## src/rtl/uart_tx_arbiter_pkg.sv

```systemverilog
// Shared types and constants for the UART transmit arbiter.
// State encoding plus the wrapping increment used for the round-robin pointer.
package uart_tx_arbiter_pkg;

   localparam int UART_W = 8;

   typedef enum logic {
      ST_IDLE   = 1'b0,
      ST_LOCKED = 1'b1
   } state_e;

   function automatic int wrap_inc(input int v, input int n);
      return (v + 1 >= n) ? 0 : v + 1;
   endfunction

endpackage

```

## src/rtl/uart_tx_arbiter_rr_picker.sv

```systemverilog
// Combinational round-robin picker: first set request at or above ptr, wrapping.
// Zero latency; no backpressure, pure function of req and ptr.
module uart_tx_arbiter_rr_picker
   import uart_tx_arbiter_pkg::*;
#(
   parameter int NUM_REQ = 2,
   parameter int IDX_W   = (NUM_REQ > 1) ? $clog2(NUM_REQ) : 1
) (
   input  logic [NUM_REQ-1:0] req,
   input  logic [IDX_W-1:0]   ptr,
   output logic [NUM_REQ-1:0] onehot,
   output logic [IDX_W-1:0]   idx,
   output logic               any
);

   logic [2*NUM_REQ-1:0] req_dbl;
   logic                 found;

   // Doubling the vector turns the wrap-around search into a linear scan from ptr.
   always_comb begin
      req_dbl = {req, req};
      idx     = '0;
      found   = 1'b0;
      for (int j = 0; j < 2 * NUM_REQ; j++) begin
         if (!found && (j >= int'(ptr)) && req_dbl[j]) begin
            found = 1'b1;
            idx   = IDX_W'((j >= NUM_REQ) ? j - NUM_REQ : j);
         end
      end
   end

   always_comb begin
      any    = found;
      onehot = '0;
      for (int i = 0; i < NUM_REQ; i++) begin
         onehot[i] = found && (idx == IDX_W'(i));
      end
   end

endmodule

```

## src/rtl/uart_tx_arbiter.sv

```systemverilog
// Round-robin, message-locked arbiter sharing one UART transmitter between NUM_REQ byte streams.
// One idle cycle of arbitration per message; req_ready of the holder follows tx_ready combinationally.
module uart_tx_arbiter
   import uart_tx_arbiter_pkg::*;
#(
   parameter int NUM_REQ        = 2,
   parameter int TIMEOUT_CYCLES = 1_000_000,
   parameter int TIMEOUT_WIDTH  = 20
) (
   input  logic                      clk,
   input  logic                      reset,
   input  logic [UART_W*NUM_REQ-1:0] req_data,
   input  logic [NUM_REQ-1:0]        req_valid,
   input  logic [NUM_REQ-1:0]        req_last,
   output logic [NUM_REQ-1:0]        req_ready,
   output logic [UART_W-1:0]         tx_data,
   output logic                      tx_valid,
   input  logic                      tx_ready,
   output logic [NUM_REQ-1:0]        grant,
   output logic                      timeout_pulse
);

   localparam int IDX_W = (NUM_REQ > 1) ? $clog2(NUM_REQ) : 1;
   localparam bit TIMEOUT_EN = (TIMEOUT_CYCLES > 0);
   localparam logic [TIMEOUT_WIDTH-1:0] CNT_LIMIT =
      TIMEOUT_WIDTH'((TIMEOUT_CYCLES > 0) ? TIMEOUT_CYCLES - 1 : 0);

   state_e                   state_q, state_d;
   logic [IDX_W-1:0]         rr_ptr_q, rr_ptr_d;
   logic [IDX_W-1:0]         gidx_q, gidx_d;
   logic [NUM_REQ-1:0]       grant_q, grant_d;
   logic [TIMEOUT_WIDTH-1:0] cnt_q, cnt_d;
   logic                     timeout_pulse_q, timeout_pulse_d;

   logic [NUM_REQ-1:0] pick_onehot;
   logic [IDX_W-1:0]   pick_idx;
   logic               pick_any;

   logic               g_valid;
   logic               g_last;
   logic [UART_W-1:0]  g_data;
   logic               stall_expired;
   logic [IDX_W-1:0]   next_ptr;

   uart_tx_arbiter_rr_picker #(
      .NUM_REQ (NUM_REQ),
      .IDX_W   (IDX_W)
   ) u_picker (
      .req    (req_valid),
      .ptr    (rr_ptr_q),
      .onehot (pick_onehot),
      .idx    (pick_idx),
      .any    (pick_any)
   );

   // grant_q is one-hot (or zero), so the holder's signals reduce to AND-OR.
   always_comb begin
      g_valid = |(req_valid & grant_q);
      g_last  = |(req_last & grant_q);
      g_data  = '0;
      for (int i = 0; i < NUM_REQ; i++) begin
         if (grant_q[i]) begin
            g_data = req_data[i*UART_W +: UART_W];
         end
      end
   end

   always_comb begin
      next_ptr      = IDX_W'(wrap_inc(int'(gidx_q), NUM_REQ));
      stall_expired = TIMEOUT_EN && (state_q == ST_LOCKED) && !g_valid && (cnt_q == CNT_LIMIT);
   end

   always_ff @(posedge clk) begin
      if (reset) begin
         state_q         <= ST_IDLE;
         rr_ptr_q        <= '0;
         gidx_q          <= '0;
         grant_q         <= '0;
         cnt_q           <= '0;
         timeout_pulse_q <= 1'b0;
      end else begin
         state_q         <= state_d;
         rr_ptr_q        <= rr_ptr_d;
         gidx_q          <= gidx_d;
         grant_q         <= grant_d;
         cnt_q           <= cnt_d;
         timeout_pulse_q <= timeout_pulse_d;
      end
   end

   always_comb begin
      state_d         = state_q;
      rr_ptr_d        = rr_ptr_q;
      gidx_d          = gidx_q;
      grant_d         = grant_q;
      cnt_d           = cnt_q;
      timeout_pulse_d = 1'b0;
      case (state_q)
         ST_IDLE: begin
            if (pick_any) begin
               state_d = ST_LOCKED;
               grant_d = pick_onehot;
               gidx_d  = pick_idx;
               cnt_d   = '0;
            end
         end
         ST_LOCKED: begin
            // A presented byte always wins over the stall timer, even when tx is busy.
            if (g_valid) begin
               cnt_d = '0;
               if (tx_ready && g_last) begin
                  state_d  = ST_IDLE;
                  grant_d  = '0;
                  rr_ptr_d = next_ptr;
               end
            end else if (stall_expired) begin
               state_d         = ST_IDLE;
               grant_d         = '0;
               rr_ptr_d        = next_ptr;
               cnt_d           = '0;
               timeout_pulse_d = 1'b1;
            end else if (TIMEOUT_EN) begin
               cnt_d = cnt_q + TIMEOUT_WIDTH'(1);
            end
         end
         default: begin
            state_d = ST_IDLE;
            grant_d = '0;
         end
      endcase
   end

   always_comb begin
      tx_valid  = 1'b0;
      tx_data   = '0;
      req_ready = '0;
      if (state_q == ST_LOCKED) begin
         tx_valid  = g_valid;
         tx_data   = g_data;
         req_ready = grant_q & {NUM_REQ{tx_ready}};
      end
   end

   assign grant         = grant_q;
   assign timeout_pulse = timeout_pulse_q;

endmodule

```

## config.mk

```make
export PLATFORM = sky130hd
export DESIGN_NAME = uart_tx_arbiter
export DESIGN_NICKNAME = d
export VERILOG_FILES = /design/src/rtl/uart_tx_arbiter_pkg.sv /design/src/rtl/uart_tx_arbiter_rr_picker.sv /design/src/rtl/uart_tx_arbiter.sv
export SDC_FILE = /design/constraint.sdc
export NUM_CORES = 1
export LEC_CHECK = 0
export CELL_PAD_IN_SITES_DETAIL_PLACEMENT = 1
export CELL_PAD_IN_SITES_GLOBAL_PLACEMENT = 1
export CORE_MARGIN = 2
export CORE_UTILIZATION = 38
export DETAILED_ROUTE_END_ITERATION = 8
export GPL_TIMING_DRIVEN = 0
export PLACE_DENSITY = 0.95
export RECOVER_POWER = 100
export SETUP_SLACK_MARGIN = 0.1
export SLEW_MARGIN = 20
export SYNTH_ARGS = -nofsm -noshare
export SYNTH_HDL_FRONTEND = slang
export SYNTH_HIERARCHICAL = 1
export SYNTH_SLANG_ARGS = --single-unit
```

## constraint.sdc

```tcl
create_clock -name clk -period 4.7 [get_ports clk]
set_input_delay 1.41 -clock clk [delete_from_list [all_inputs] [get_ports clk]]
set_output_delay 1.41 -clock clk [all_outputs]
set_load 0.02 [all_outputs]
```

==> metrics.txt, run 1 <==
Die Span X 66.4 um; Final Hold Violating Endpoints 0; Hold Path End gidx_q; initial cell density of the core 39.8%; area inside the core boundary 3720 um^2; part of the total power dissipated in combinational logic 13.9%; via count of the first global-routing pass 1579; sum of net half-perimeters after detailed placement 3290 um; Setup Total Neg Slack 0 ns; via count normalized by instance count 5.48; IO Count 37; cells on worst reg2reg path 6; post-CTS clock slew at the launch and capture registers of the worst setup and hold paths 0.09 ns; distinct cell type count after synthesis 42; Row Count 22; number of CTS-inserted buffers 3; worst r2r src cnt_q[0]; R2R Setup Slk 2.11 ns; CP Max Fanout 5; remaining antenna violation count after routing 0; Setup violations, final 0; maximum level of the CTS H-tree 1; Yosys warnings 6; internal power 0.000329 W; CP arrival 3.14 ns; Fmax 220 MHz; leakage dissipation 0.616 nW; Synth Cell Area 1480 um^2; standard cell with the maximum stage delay on the critical path dlygate4sd3_1; measured slew at the worst slew-check pin 0.557 ns; hold buffers post-CTS 0; max-capacitance violation count 0; nature of the critical path startpoint primary input; final cell area excluding filler cells 1920 um^2; synthesized area divided by synthesized cell count 8.32 um^2; worst IR drop on VDD 0.000142 V; count of clock tree sinks 26; Min Clock Period, post-route 4.55 ns; share of synthesized flip-flops with an asynchronous set or reset 0%; prevailing post-synth register cell dfxtp_1; cell family with most CP delay buffers and inverters; post-synthesis cell type with the largest combined area dfxtp_1; WP data required 3.29 ns; top post-synthesis cells by count 26 x dfxtp_1, 22 x nor2_1, 14 x nand2_1; Clock Tree Buf Depth 2; Antenna Diode Count 0; CP bufs+invs 2; hold path start gidx_q; GR Util All Layers 21.8%; count of unresolved DRC violations after routing 0; sequence of cells on the critical path dlygate4sd3_1 > a22oi_1 > nor2b_1 > clkdlybuf4s50_1; wire length of the first global-routing pass 7420 um; number of instances on the worst hold path 2; final-report max-slew violation count 0; Post-CTS Setup Repair Bufs 0; largest net degree at the start of global routing 15; Worst R2R End cnt_q[1]; worst-case headroom to the max-slew limit 62.8%; Switching Fraction 24.3%; remaining global-route overflow 0; share of power burned in registers 52.2%; switching pwr 0.000105 W; PD cells 226 nW/um^2; top cell type's share of synthesized area 35.2%; total via count after detailed routing 1452; Avg WL per Cell 16.9 um; number of instances in the synthesized netlist 178; clock power share 33.9%; outcome finished clean; WL final 4470 um; count of instances resized after the clock tree is built 0; gpl congestion 0.719; Die ar. 4410 um^2; TritonCTS clock tree yes; cell at the root of the clock tree clkbuf_8; post-synthesis sequential element count 26; share of the cycle needed by the critical path after routing 96.8%; startpoint of the worst setup timing path req_valid[1]; portion of the post-synthesis area used by sequential elements 35.2%; stage delay of the slowest cell on the critical path 0.62 ns; type of the most critical hold path reg2reg; antenna violations before repair 0; number of enable-type register cells in the synthesized netlist 0; detailed router's first-iteration violation count 27; nets@finish 242; first drt pass iteration count 4; number of port buffers 35; later-pin clock latency in the skew report 0.27 ns; layout overhead on the synthesized area 29.7%; fraction of final layout cells sized beyond drive strength 1 6.91%; start-to-end type of the worst setup path in2out; Setup Skew 0.00509 ns; die height 66.4 um; kind of capture point of the worst setup path output port; Post-Syn Nets 202; biggest area contributors in the synthesized netlist dfxtp_1 35%, xnor2_1 6.5%, nor2_1 5.6%, a22oi_1 5.1%, nor2b_1 4.6%; unrepaired setup endpoints after global routing false; standard cell area after detailed placement 1890 um^2; most frequent cell after synthesis dfxtp_1
[placed cells by master (no fill, tap or decap), drive strengths merged, types with 4 or more instances in the layout]
cell type / synthesis / layout
nor2b: 11 / 11
a21oi: 8 / 8
clkdlybuf4s50: 0 / 21
xnor2: 11 / 11
nor3: 6 / 6
a22oi: 10 / 10
or2: 4 / 4
nor2: 22 / 22
inv: 7 / 7
dfxtp: 26 / 26
nand4: 7 / 7
clkbuf: 3 / 9
nand2: 14 / 14
dlygate4sd3: 0 / 14
[per-stage QoR]
step	power, W	worst slack, ns	util (%)	hold slack [ns]	instances
floorplan	0.000263	1.42	-	0.454	178
detailed placement	0.000296	0.297	50.9	0.474	261
finish	0.000434	0.152	51.6	0.493	265
global placement	0.000293	0.337	50.9	0.468	261
global route	0.000449	0.0754	51.6	0.515	265
CTS	0.000440	0.240	52.4	0.488	265
[worst register-to-register path: cells and delay by family, from the launching register on]
family / cells / cell delay, ns
buffers and inverters: 1 / 0.47
AOI/OAI and AO/OA: 2 / 0.58
DFF: 1 / 0.40
and+or+nand+nor: 2 / 0.80
adders and majority gates: 1 / 0.21
[sequential cells by signal, summed over array words and instances (netlist names)]
signal,cells
rr_ptr_q,1
state_q,1
cnt_q,20
gidx_q,1
grant,2
timeout_pulse,1
[cell families after synthesis]
logic type | synth area share (%)
xor gates and xnor gates | 7.69
adders and majority gates | 0.845
DFF | 35.2
buffers and inverters | 4.90
muxes | 2.11
and+or+nand+nor | 31.3
AOI/OAI and AO/OA | 18.0
[how the worst max path moves through the flow]
stage               endpoint  slack, ns  depth (start not counted)
floorplan           tx_valid       1.42                          2
global placement    tx_valid       0.34                          4
detailed placement  tx_valid       0.30                          4
CTS                 tx_valid       0.24                          4
global route        tx_valid       0.08                          4
finish              tx_valid       0.15                          4
[cell type report]
cell class              instances  area, um^2
fillers                       458        1800
multi-input cells             137         876
flip-flops and latches         26         520
repair buffers                 35         350
well taps                      48        60.1
clock buffers                   4        55.1
plain buffers                   8        31.3
inverters                       7        26.3
[per-layer routing]
metal  wire length [um]  up-vias  track usage [%]
met1               1880      719             25.8
met3                 65        5             1.87
li1                   -      711                -
met2               2490       17             41.6
met5                  0        -                0
met4                 36        0             5.36
[power groups by stage]
stage,clock network (W),registers (W),logic [W]
2_1_floorplan,0,0.000232,0.0000307
3_3_place_gp,0,0.000231,0.0000615
3_5_place_dp,0,0.000232,0.0000642
4_1_cts,0.000148,0.000227,0.0000649
5_1_grt,0.000157,0.000227,0.0000655
6_report,0.000147,0.000227,0.0000604
No activity file was read; power rests on OpenSTA's default activity.
==> run 2: changes to the inputs <==
--- a/config.mk
+++ b/config.mk
@@ -19,3 +19,4 @@
 export SYNTH_HDL_FRONTEND = slang
 export SYNTH_HIERARCHICAL = 1
 export SYNTH_SLANG_ARGS = --single-unit
+export TNS_END_PERCENT = 10
==> results of run 2 <==
Same layout as run 1: the final DEF is identical, and so are final timing and power.
